$ cat config.mk
export PLATFORM = sky130hd
export DESIGN_NAME = rob_id_alloc
export DESIGN_NICKNAME = d
export VERILOG_FILES = /design/src/rtl/rob_id_alloc.sv
export SDC_FILE = /design/constraint.sdc
export NUM_CORES = 1
export LEC_CHECK = 0
export ABC_AREA = 1
export BUFFER_PORTS_ARGS = -buffer_cell sky130_fd_sc_hd__buf_2
export CAP_MARGIN = 0
export CORE_MARGIN = 2
export CORE_UTILIZATION = 25
export CTS_CLUSTER_DIAMETER = 150
export CTS_CLUSTER_SIZE = 28
export DETAILED_ROUTE_END_ITERATION = 12
export SYNTH_ARGS = -nofsm -noshare
export SYNTH_HDL_FRONTEND = slang
export SYNTH_SLANG_ARGS = --single-unit
$ cat constraint.sdc
create_clock -name clock -period 6.1 [get_ports clock]
set_clock_uncertainty 0.15 [all_clocks]
set_input_delay 0 -clock clock [delete_from_list [all_inputs] [get_ports clock]]
set_output_delay 0 -clock clock [all_outputs]
set_load 0.01 [all_outputs]
$ cat src/rtl/rob_id_alloc.sv
// rob_id_alloc: dispatch-side ROB slot ID allocator.
//
// Hands out up to two ROB IDs per cycle in program order, tracks head,
// tail and occupancy, frees up to four slots per cycle on retire, and
// stops granting once an end-of-program instruction has been allocated
// (HALT) until a flush.
//
// Handshake: grant1/grant2 are combinational acknowledgements of
// req1_valid/req2_valid for the current cycle; an ID is consumed exactly
// when its grant is high, and the requester must hold its request until
// granted. Slot 2 is only ever granted together with slot 1.
//
// Optional feature macro: ROB_ALLOC_CHECK_EN
//   defined   : retire underflow clamps occupancy at 0, sets sticky err and
//               reports an $error.
//   undefined : occupancy wraps on underflow and err is tied low.

module rob_id_alloc #(
  parameter int ID_W  = 5,
  parameter int DEPTH = 32
) (
  input  logic            clock,
  input  logic            reset,
  input  logic            req1_valid,
  input  logic            req1_end,
  input  logic            req2_valid,
  input  logic            req2_end,
  input  logic [2:0]      retire_cnt,
  input  logic            flush,
  output logic            grant1,
  output logic            grant2,
  output logic [ID_W-1:0] id1,
  output logic [ID_W-1:0] id2,
  output logic [ID_W-1:0] head,
  output logic [ID_W:0]   occupancy,
  output logic            full,
  output logic            empty,
  output logic            halted,
  output logic            err
);

  // Occupancy-width constants used by the free-space checks.
  localparam logic [ID_W:0] DEPTH_W  = DEPTH[ID_W:0];
  localparam logic [ID_W:0] FREE_ONE = (ID_W+1)'(1);
  localparam logic [ID_W:0] FREE_TWO = (ID_W+1)'(2);

  typedef enum logic {
    ST_RUN  = 1'b0,
    ST_HALT = 1'b1
  } state_t;

  state_t          state_q;
  state_t          state_d;
  logic [ID_W-1:0] tail_q;
  logic [ID_W-1:0] head_q;
  logic [ID_W:0]   occ_q;

  logic [ID_W-1:0] tail_d;
  logic [ID_W-1:0] head_d;
  logic [ID_W:0]   occ_d;
  logic [ID_W:0]   free_slots;
  logic [ID_W:0]   alloc_cnt;
  logic [ID_W:0]   retire_ext;
  logic [ID_W:0]   retire_eff;
  logic            can_alloc;
  logic            end_granted;

`ifdef ROB_ALLOC_CHECK_EN
  logic            underflow;
  logic            err_q;
`endif

  // Free space comes from registered occupancy only, so a retire in the
  // same cycle never opens room for a grant until the next cycle.
  always_comb begin
    free_slots = DEPTH_W - occ_q;
    can_alloc  = (state_q == ST_RUN) && !flush && !reset;
    grant1     = can_alloc && req1_valid && (free_slots >= FREE_ONE);
    grant2     = can_alloc && req1_valid && req2_valid && !req1_end &&
                 (free_slots >= FREE_TWO);
  end

  // IDs are always presented; they only mean something when granted.
  assign id1 = tail_q;
  assign id2 = tail_q + ID_W'(1);

  // Retire amount actually applied; with checking on, never free more
  // slots than are in flight.
  always_comb begin
    retire_ext = (ID_W+1)'(retire_cnt);
`ifdef ROB_ALLOC_CHECK_EN
    underflow  = (retire_ext > occ_q);
    retire_eff = underflow ? occ_q : retire_ext;
`else
    retire_eff = retire_ext;
`endif
  end

  // Next values of the pointers and occupancy for a non-flush cycle.
  always_comb begin
    alloc_cnt   = (ID_W+1)'(grant1) + (ID_W+1)'(grant2);
    tail_d      = tail_q + ID_W'(grant1) + ID_W'(grant2);
    head_d      = head_q + retire_eff[ID_W-1:0];
    occ_d       = occ_q + alloc_cnt - retire_eff;
    end_granted = (grant1 && req1_end) || (grant2 && req2_end);
  end

  // FSM next state: halt once an end marker is handed an ID, resume only
  // on flush.
  always_comb begin
    state_d = state_q;
    case (state_q)
      ST_RUN: begin
        if (flush) begin
          state_d = ST_RUN;
        end else if (end_granted) begin
          state_d = ST_HALT;
        end
      end
      ST_HALT: begin
        if (flush) begin
          state_d = ST_RUN;
        end
      end
      default: state_d = ST_RUN;
    endcase
  end

  // FSM state register.
  always_ff @(posedge clock or posedge reset) begin
    if (reset) begin
      state_q <= ST_RUN;
    end else begin
      state_q <= state_d;
    end
  end

  // Pointer and occupancy registers; flush discards everything in flight
  // and wins over same-cycle grants and retires.
  always_ff @(posedge clock or posedge reset) begin
    if (reset) begin
      tail_q <= '0;
      head_q <= '0;
      occ_q  <= '0;
    end else if (flush) begin
      tail_q <= '0;
      head_q <= '0;
      occ_q  <= '0;
    end else begin
      tail_q <= tail_d;
      head_q <= head_d;
      occ_q  <= occ_d;
    end
  end

`ifdef ROB_ALLOC_CHECK_EN
  // Sticky underflow flag; survives flush, cleared only by reset.
  always_ff @(posedge clock or posedge reset) begin
    if (reset) begin
      err_q <= 1'b0;
    end else if (!flush && underflow) begin
      err_q <= 1'b1;
      $error("rob_id_alloc: retire underflow at %0t: retire_cnt=%0d occ=%0d",
             $time, retire_cnt, occ_q);
    end
  end

  assign err = err_q;
`else
  assign err = 1'b0;
`endif

  // Status outputs derived straight from registered state.
  assign head      = head_q;
  assign occupancy = occ_q;
  assign full      = (occ_q == DEPTH_W);
  assign empty     = (occ_q == '0);
  assign halted    = (state_q == ST_HALT);

endmodule

; ---- Yosys cells after proc, flatten, opt, wreduce, memory -nomap -nowiden
; Index checks and enable logic that the tools add are counted.
[classes]
bitwise_logic = 1
n_eq_ne = 1
reduce_logical = 14
mux = 7
order_cmp = 2
add_sub_neg = 8
[op_table]
columns = operator, n
row1 = $add 5x1->5, 2
row2 = $mux 5, 2
row3 = $logic_and 1x1->1, 9
row4 = $add 6x2->6, 1
row5 = $eq 6x6->1 const B, 1
row6 = $ge 6x1->1 const B, 1
row7 = $ge 6x2->1 const B, 1
row8 = $logic_not 6->1, 1
row9 = $mux 6, 1
row10 = $sub 6x3->6, 1
row11 = $sub 6x6->6 const A, 1
row12 = $add 5x1->5 const B, 1
row13 = $add 5x3->5, 1
row14 = $logic_not 1->1, 3
row15 = $mux 1, 3
row16 = $add 1x1->2, 1
row17 = $pmux 1 s2, 1
row18 = $logic_or 1x1->1, 1
row19 = $not 1->1, 1
[word_totals]
regBits = 17
out_inout_bits = 27

; ---- Depth between registers and ports, before layout
; Gate-level depths: netlist of run 1.
[logic_depth]
depth_word = 12
depth_mapped = 18

; ---- Least setup slack after synthesis of run 1
; Ideal clock, no wire load.
[synth_path]
kind = flip-flop to flip-flop
start = register occ_q[0], in the netlist occupancy[0]
end = register occ_q[4], in the netlist occupancy[4]
t_required_ps = 5873
path_slack_ps = 3132
t_arrival_ps = 2741
setup_time_ps = 77
path_stages_with_launch = 16
n_path_buf = 0
path_cell_list = dfrtp_1 inv_1 ha_1 or2_0 nand2_1 nor2_2 nand4_1 nand2_1 ha_1 fa_1 fa_1 inv_1 a21oi_1 o21bai_1 o21ai_0 a21oi_1
[synth_between]
elab_chain_cells = 7
[synth_rtl]
columns = item, line
row1 = start: declaration, 56  ; logic [ID_W:0] occ_q;
row2 = start signal: assignment, 144  ; occ_q <= '0;
row3 = start signal: assignment, 148  ; occ_q <= '0;
row4 = start signal: assignment, 152  ; occ_q <= occ_d;
row5 = $sub 6x6->6, 76  ; free_slots = DEPTH_W - occ_q;
row6 = $ge 6x1->1 / $ge 6x2->1 (equally long branches), "78, 80"
row7 = $logic_and 1x1->1 (on tied branches), "78, 79"
row8 = $add 1x1->2, 101  ; alloc_cnt = (ID_W+1)'(grant1) + (ID_W+1)'(grant2);
row9 = $add 6x2->6 *, 104  ; occ_d = occ_q + alloc_cnt - retire_eff;
row10 = $sub 6x3->6 *, 104
row11 = $mux 6 *, 145  ; end else if (flush) begin
; Every way passes the cells marked *; elsewhere a longest branch is shown, timed or not.

; ---- Worst setup path after layout of run 1
[layout_path]
start = input port reset
end = register occ_q[4], in the netlist occupancy[4]
[layout_between]
elab_chain_cells = 10
[layout_rtl]
columns = item, line
row1 = start: declaration, 23  ; input logic reset,
row2 = $logic_not 1->1 (no line) *, -
row3 = $logic_and 1x1->1 *, 77  ; can_alloc = (state_q == ST_RUN) && !flush && !reset;
row4 = $logic_and 1x1->1 *, "78, 79"
row5 = $logic_and 1x1->1 (3 in series), 79  ; grant2 = can_alloc && req1_valid && req2_valid && !req1_end &&
row6 = $add 1x1->2 *, 101
row7 = $add 6x2->6 *, 104
row8 = $sub 6x3->6 *, 104
row9 = $mux 6 *, 145
; Marks and branches as above.

==> impl_metrics.env, run 1 <==
export IMPL_grt_max_degree=19
export IMPL_vias=1107
export IMPL_yosys_area_share_simple=0.2217
export IMPL_synth_seq_cells=17
export IMPL_power_density_nw_per_um2=310.0
export IMPL_clkSlewWorstSetupHoldPaths_ns=0.07
export IMPL_hold_path_class="in2reg"
export IMPL_grt_pass1_wl_um=5140
export IMPL_synth_xor_area_share=0.03330
export IMPL_grt_busiest_layer="met2"
export IMPL_worst_setup_path_end_kind="flip-flop"
export IMPL_worst_path_stages=16
export IMPL_start_util=0.2575
export IMPL_finalMaxSlewViolations=0
export IMPL_post_cts_resized=0
export IMPL_hold_violations=0
export IMPL_dieArea_sq_um=5856
export IMPL_area_growth_syn_to_layout_pct=26.26
export IMPL_fp_dieW_um=76.53
export IMPL_clock_path_buffers=2
export IMPL_yosysTopAreaCellShare=0.3235
export IMPL_globalplace_congestion=0.7772
export IMPL_clock_latency_ns=0.26
export IMPL_wl_um=2949
export IMPL_path_delay_family="buffers and inverters"
export IMPL_syn_area_per_cell_sq_um=8.323
export IMPL_relSlewSlack=0.5102
export IMPL_hold_depth=4
export IMPL_die_y_um=76.53
export IMPL_cpPeakStageDelay_ns=0.53
export IMPL_stdcell_count=270
export IMPL_period_minus_slack_ns=3.247
export IMPL_first_global_vias=1091
export IMPL_fin_crit_sh=0.5323
export IMPL_final_nets=234
export IMPL_post_cts_buffers=0
export IMPL_hold_buffers=6
export IMPL_path_cells="dlygate4sd3_1 > buf_2 > inv_1 > nand3_2 > inv_2 > nand2_2 > nor2_2 > nand2_1 > ha_1 > fa_1 > fa_1 > inv_1 > a21oi_1 > o21bai_1 > o21ai_0 > a21oi_1"
export IMPL_coreArea_sq_um=5107
export IMPL_reg2regPathDepth=15
export IMPL_required_ns=6.14
export IMPL_vdd_drop_max_mv=0.1515
export IMPL_syn_nets=191
export IMPL_ys_seq_area_frac=0.3235
export IMPL_place_detailed_hpwl_um=2314
export IMPL_synth_area_leader_cell="dfrtp_1"
export IMPL_rsz0062_at_grt="false"
export IMPL_start_kind="input port"
export IMPL_io_buffers=35
export IMPL_postSynth_asyncResetShare=1.000
export IMPL_multiInputGateArea_sq_um=757.0
export IMPL_synthTopCellsByCount="26 x inv_1, 19 x ha_1, 19 x nand2_1, 17 x dfrtp_1, 17 x nor2_1"
export IMPL_setup_tns_ns=0
export IMPL_synth_top_flop_cell="dfrtp_1"
export IMPL_fmax_mhz=308.0
export IMPL_setup_viol=0
export IMPL_grt_use_met3=0.03199
export IMPL_synth_distinct_cells=26
export IMPL_initialDrtViolationCount=20
export IMPL_cts_root_buf="clkbuf_8"
export IMPL_synth_area_mux_share=0
export IMPL_postSynthCellCount=158
export IMPL_path_buf_inv=5
export IMPL_via_per_inst=4.100
export IMPL_worstMarginPinSlew_ns=0.7339
export IMPL_dr_pass1_iters=4
export IMPL_clock_sinks=17
export IMPL_crit_fanout=18
export IMPL_std_cell_rows=26
export IMPL_yosysMostFrequentCell="inv_1"
export IMPL_arrival_ns=3.29
export IMPL_synth_area_sq_um=1315
export IMPL_critPathKind="in2reg"
export IMPL_yosys_warnings=0
export IMPL_drive_above_1_share=0.2600
export IMPL_final_seq_area_sq_um=425.4
export IMPL_grtUsageTotal=0.1094
export IMPL_htreeDepth=1
export IMPL_grt_use_met1=0.1442
export IMPL_postRouteAntennaNets=0
export IMPL_cts_tree="built"
export IMPL_n_fill_cell=580
export IMPL_synth_top_family_by_area="adder cells"
export IMPL_drc_errors=0
export IMPL_synth_adder_area_share=0.2417
export IMPL_dp_cells=260
export IMPL_grt_ovfl_total=0
export IMPL_synthTopCellsByArea="dfrtp_1 32%, ha_1 18%, inv_1 7.4%, fa_1 6.1%, nand2_1 5.4%"
export IMPL_use_met2=0.1735
export IMPL_p_leak_nw=0.9431
export IMPL_synth_compound_area_frac=0.07612
export IMPL_antenna_found_initial=0
export IMPL_wl_per_cell_um=10.92
export IMPL_io_pins=37
export IMPL_max_cap_violations=0
export IMPL_status="completed"
export IMPL_slowest_stage="dlygate4sd3_1"
export IMPL_synth_edf_count=0
export IMPL_n_antenna_cell=0
export IMPL_cts_buffers=3
==> cells in the final DEF (no fill, tap or decap) <==
| cell type | count |
|---|---|
| nand2_2 | 2 |
| nor4_2 | 1 |
| ha_1 | 19 |
| conb_1 | 1 |
| nor2_1 | 17 |
| a21oi_1 | 9 |
| or2_2 | 1 |
| xor2_1 | 4 |
| dlygate4sd3_1 | 6 |
| nor2_4 | 1 |
| dfrtp_1 | 17 |
| o21ai_0 | 8 |
| nor2_2 | 4 |
| nand2_1 | 19 |
| or2_0 | 1 |
| nand3_1 | 12 |
| nand4_1 | 2 |
| clkinv_2 | 1 |
| inv_1 | 26 |
| xnor2_1 | 1 |
| o21bai_1 | 1 |
| clkbuf_8 | 3 |
| fa_1 | 4 |
| inv_2 | 3 |
| nand3_2 | 1 |
| buf_2 | 35 |
| a21o_1 | 1 |
==> through the flow <==
step | utilization | hold WS (ns) | worst slack, ns | area (sq um) | power [W]
6_report | 0.3251 | 0.009281 | 2.853 | 1660 | 0.0005147
3_5_place_dp | 0.3043 | 0.01162 | 2.966 | 1554 | 0.0004280
2_1_floorplan | - | -0.2077 | 3.132 | 1315 | 0.0003510
3_3_place_gp | 0.3043 | 0.01267 | 3.066 | 1554 | 0.0004237
5_1_grt | 0.3251 | 0.08066 | 2.464 | 1660 | 0.0005738
4_1_cts | 0.3251 | 0.005325 | 2.796 | 1660 | 0.0005248
==> cells by family (layout without fill, tap and decap cells) <==
group                      after synthesis  in the layout
buffers and inverters                   32             74
other                                    1              1
AOI/OAI and AO/OA                       19             19
xor gates and xnor gates                 5              5
DFF                                     17             17
and+or+nand+nor                         61             61
adders and majority gates               23             23
==> registers in the layout, indices dropped and copies added, names as in the netlist <==
signal,flops
occupancy,6
head,5
halted,1
id1,5
==> path summary, 6_finish.rpt <==
check	startpoint	to	slack (ns)
worst max-delay path	reset	occupancy[4]	2.85
worst min register to register	head[3]	head[3]	0.34
min in group asynchronous	reset	head[1]	0.24
worst min-delay path	retire_cnt[1]	head[1]	0.009
worst max register to register	occupancy[1]	occupancy[4]	2.96
max in group asynchronous	reset	head[2]	5.09
==> layout make-up <==
class / count / share of cell area
tap: 70 / 0.05275
inverter: 29 / 0.06556
clock buffer: 3 / 0.02487
multi-input combinational: 109 / 0.4559
clock inverter: 1 / 0.003014
sequential: 17 / 0.2562
timing repair buffer: 41 / 0.1417
==> worst register-to-register path, cell delays in order, from the launching register on <==
cell and delay (ns):
dfrtp_1 0.46, inv_1 0.10, ha_1 0.23, or2_0 0.21, nand2_1 0.08, nor2_2 0.04, nand4_1 0.08, nand2_1 0.10
ha_1 0.31, fa_1 0.43, fa_1 0.37, inv_1 0.09, a21oi_1 0.07, o21bai_1 0.15, o21ai_0 0.09, a21oi_1 0.13
==> power breakdown <==
part / leakage [nW] / internal [W] / switching [W]
logic: 0.693 / 0.000105 / 0.000162
clock network: 0.0255 / 0.0000456 / 0.0000437
registers: 0.225 / 0.000133 / 0.0000249
total: 0.943 / 0.000284 / 0.000231
==> per-layer routing <==
| layer | wire length (um) | vias to the layer above |
|---|---|---|
| met5 | 0 | - |
| met4 | 42 | 0 |
| met3 | 163 | 5 |
| met2 | 1314 | 28 |
| met1 | 1429 | 494 |
| li1 | - | 580 |
No activity file was read; power rests on OpenSTA's default activity.
==> inputs of run 2 (changes only) <==
==> constraint.sdc (replaced) <==
create_clock -name clock -period 3.4 [get_ports clock]
set_clock_uncertainty 0.15 [all_clocks]
set_input_delay 0 -clock clock [delete_from_list [all_inputs] [get_ports clock]]
set_output_delay 0 -clock clock [all_outputs]
set_load 0.01 [all_outputs]
==> impl_metrics.env, run 2 (synthesis gave the netlist of run 1 again) <==
export IMPL_io_buffers=35
export IMPL_hold_violations=0
export IMPL_area_growth_syn_to_layout_pct=27.02
export IMPL_wl_per_cell_um=10.62
export IMPL_finalMaxSlewViolations=0
export IMPL_clock_path_buffers=2
export IMPL_intPower_w=0.0005108
export IMPL_antenna_found_initial=0
export IMPL_final_seq_area_sq_um=425.4
export IMPL_postRouteAntennaNets=0
export IMPL_vdd_drop_max_mv=0.2764
export IMPL_arrival_ns=3.18
export IMPL_clock_sinks=17
export IMPL_via_per_inst=4.177
export IMPL_initialDrtViolationCount=26
export IMPL_fin_crit_sh=0.9241
export IMPL_dieArea_sq_um=5856
export IMPL_required_ns=3.44
export IMPL_final_common_cell="buf_2"
export IMPL_globalplace_congestion=0.7547
export IMPL_post_place_ws_ns=0.2649
export IMPL_wl_um=2877
export IMPL_first_global_vias=1131
export IMPL_p_clk_frac=0.169
export IMPL_power_density_nw_per_um2=552.7
export IMPL_clock_latency_ns=0.25
export IMPL_hold_path_class="in2reg"
export IMPL_n_fill_cell=569
export IMPL_slowest_stage="dfrtp_1"
export IMPL_setup_viol=0
export IMPL_dpl_cell_area_sq_um=1562
export IMPL_p_seq_frac=0.309
export IMPL_htreeDepth=1
export IMPL_hold_ws_ns=0.02848
export IMPL_clkSlewWorstSetupHoldPaths_ns=0.08
export IMPL_path_cells="inv_1 > ha_1 > or2_0 > nand2_1 > nor2_2 > nand4_1 > nand2_1 > ha_1 > fa_1 > fa_1 > inv_1 > a21oi_1 > o21bai_1 > o21ai_0 > a21oi_1"
export IMPL_io_pins=37
export IMPL_setup_tns_ns=0
export IMPL_coreArea_sq_um=5107
export IMPL_worst_setup_path_end_kind="flip-flop"
export IMPL_start_util=0.2575
export IMPL_grt_pass1_wl_um=5085
export IMPL_drive_above_1_share=0.2687
export IMPL_p_leak_nw=0.9438
export IMPL_n_antenna_cell=0
export IMPL_dr_pass1_iters=4
export IMPL_drc_errors=0
export IMPL_grtUsageTotal=0.1037
export IMPL_period_minus_slack_ns=3.142
export IMPL_cts_buffers=3
export IMPL_p_sw_w=0.0004124
export IMPL_largest_reg_flops=6
export IMPL_max_cap_violations=0
export IMPL_layout_common_cells="35 x buf_2, 25 x inv_1, 19 x nand2_1, 19 x ha_1"
export IMPL_combPwrFrac=0.522
export IMPL_layout_setup_ws_ns=0.2581
export IMPL_start_kind="flip-flop"
export IMPL_status="completed"
export IMPL_vias=1132
export IMPL_rsz0062_at_grt="false"
export IMPL_post_cts_buffers=0
export IMPL_crit_fanout=6
export IMPL_switching_share=0.4467
export IMPL_cts_tree="built"
export IMPL_cts_root_buf="clkbuf_8"
export IMPL_fin_area_sq_um=1670
export IMPL_fp_dieW_um=76.53
export IMPL_fmax_mhz=318.3
export IMPL_grt_ovfl_total=0
export IMPL_cpPeakStageDelay_ns=0.46
export IMPL_std_cell_rows=26
export IMPL_die_y_um=76.53
export IMPL_multiInputGateArea_sq_um=757.0
export IMPL_grt_max_degree=18
export IMPL_place_detailed_hpwl_um=2350
export IMPL_critPathKind="reg2reg"
export IMPL_final_nets=235
-- run 2: changes by cell type in the layout (fill, tap and decap cells not counted), sizes merged --
| cell | change |
|---|---|
| clkinv | -1 |
| clkinvlp | +1 |
| buf | +1 |
-- run 2: power by group through the flow --
stage / sequential, W / combinational (W) / clock (W)
final: 0.000285 / 0.000482 / 0.000156
after global routing: 0.000292 / 0.000560 / 0.000169
after CTS: 0.000285 / 0.000490 / 0.000159
after detailed placement: 0.000289 / 0.000481 / 0
after global placement: 0.000286 / 0.000474 / 0
after floorplan: 0.000296 / 0.000333 / 0
-- run 2: worst max-delay path, delay by kind of cell, from the launching register on --
kind | cells | cell delay [ns]
adder cells (fa/ha/maj) | 4 | 1.33
AO/OA/AOI/OAI | 4 | 0.45
flip-flops | 1 | 0.46
AND/OR/NAND/NOR | 5 | 0.50
buffers and inverters | 2 | 0.18
-- run 2: repair_timing --
| item | in CTS | in global routing |
|---|---|---|
| hold endpoints to repair | 26 | 0 |
| hold buffers | 6 | 0 |
| setup endpoints to repair | 0 | 1 |
| gates resized for setup | 0 | 1 |
-- run 2: routing by layer --
layer | part of all wire | vias to the layer above | wire length, um | GRT usage
met5 | 0 | - | 0 | 0
met4 | 0 | 0 | 0 | 0.01091
met3 | 0.064 | 0 | 185 | 0.02370
met2 | 0.44 | 29 | 1278 | 0.1628
met1 | 0.49 | 518 | 1413 | 0.1501
li1 | - | 585 | - | -
-- run 2: through the flow --
step                power [W]  cells  utilization
global placement    0.0007607    261       0.3057
global route         0.001021    271       0.3270
detailed placement  0.0007699    261       0.3057
CTS                 0.0009332    271       0.3270
finish              0.0009232    271       0.3270
floorplan           0.0006297    158            -
-- run 2: area by class of cell --
class                      instances  share of cell area
clock buffer                       3             0.02472
clock inverter                     1            0.004494
inverter                          29             0.06517
multi-input combinational        109              0.4532
sequential                        17              0.2547
tap                               70             0.05243
timing repair buffer              42              0.1453
-- run 2: path summary, 6_finish.rpt --
| kind | end | startpoint | cells past startpoint | slack [ns] |
|---|---|---|---|---|
| hold / removal | head[1] | retire_cnt[1] | 4 | 0.03 |
| min in group asynchronous | id1[1] | reset | 4 | 0.26 |
| hold reg to reg | head[3] | head[3] | 1 | 0.33 |
| max in group asynchronous | occupancy[1] | reset | 4 | 2.64 |
| setup / recovery | occupancy[4] | occupancy[1] | 15 | 0.26 |
| setup reg to reg | occupancy[4] | occupancy[1] | 15 | 0.26 |
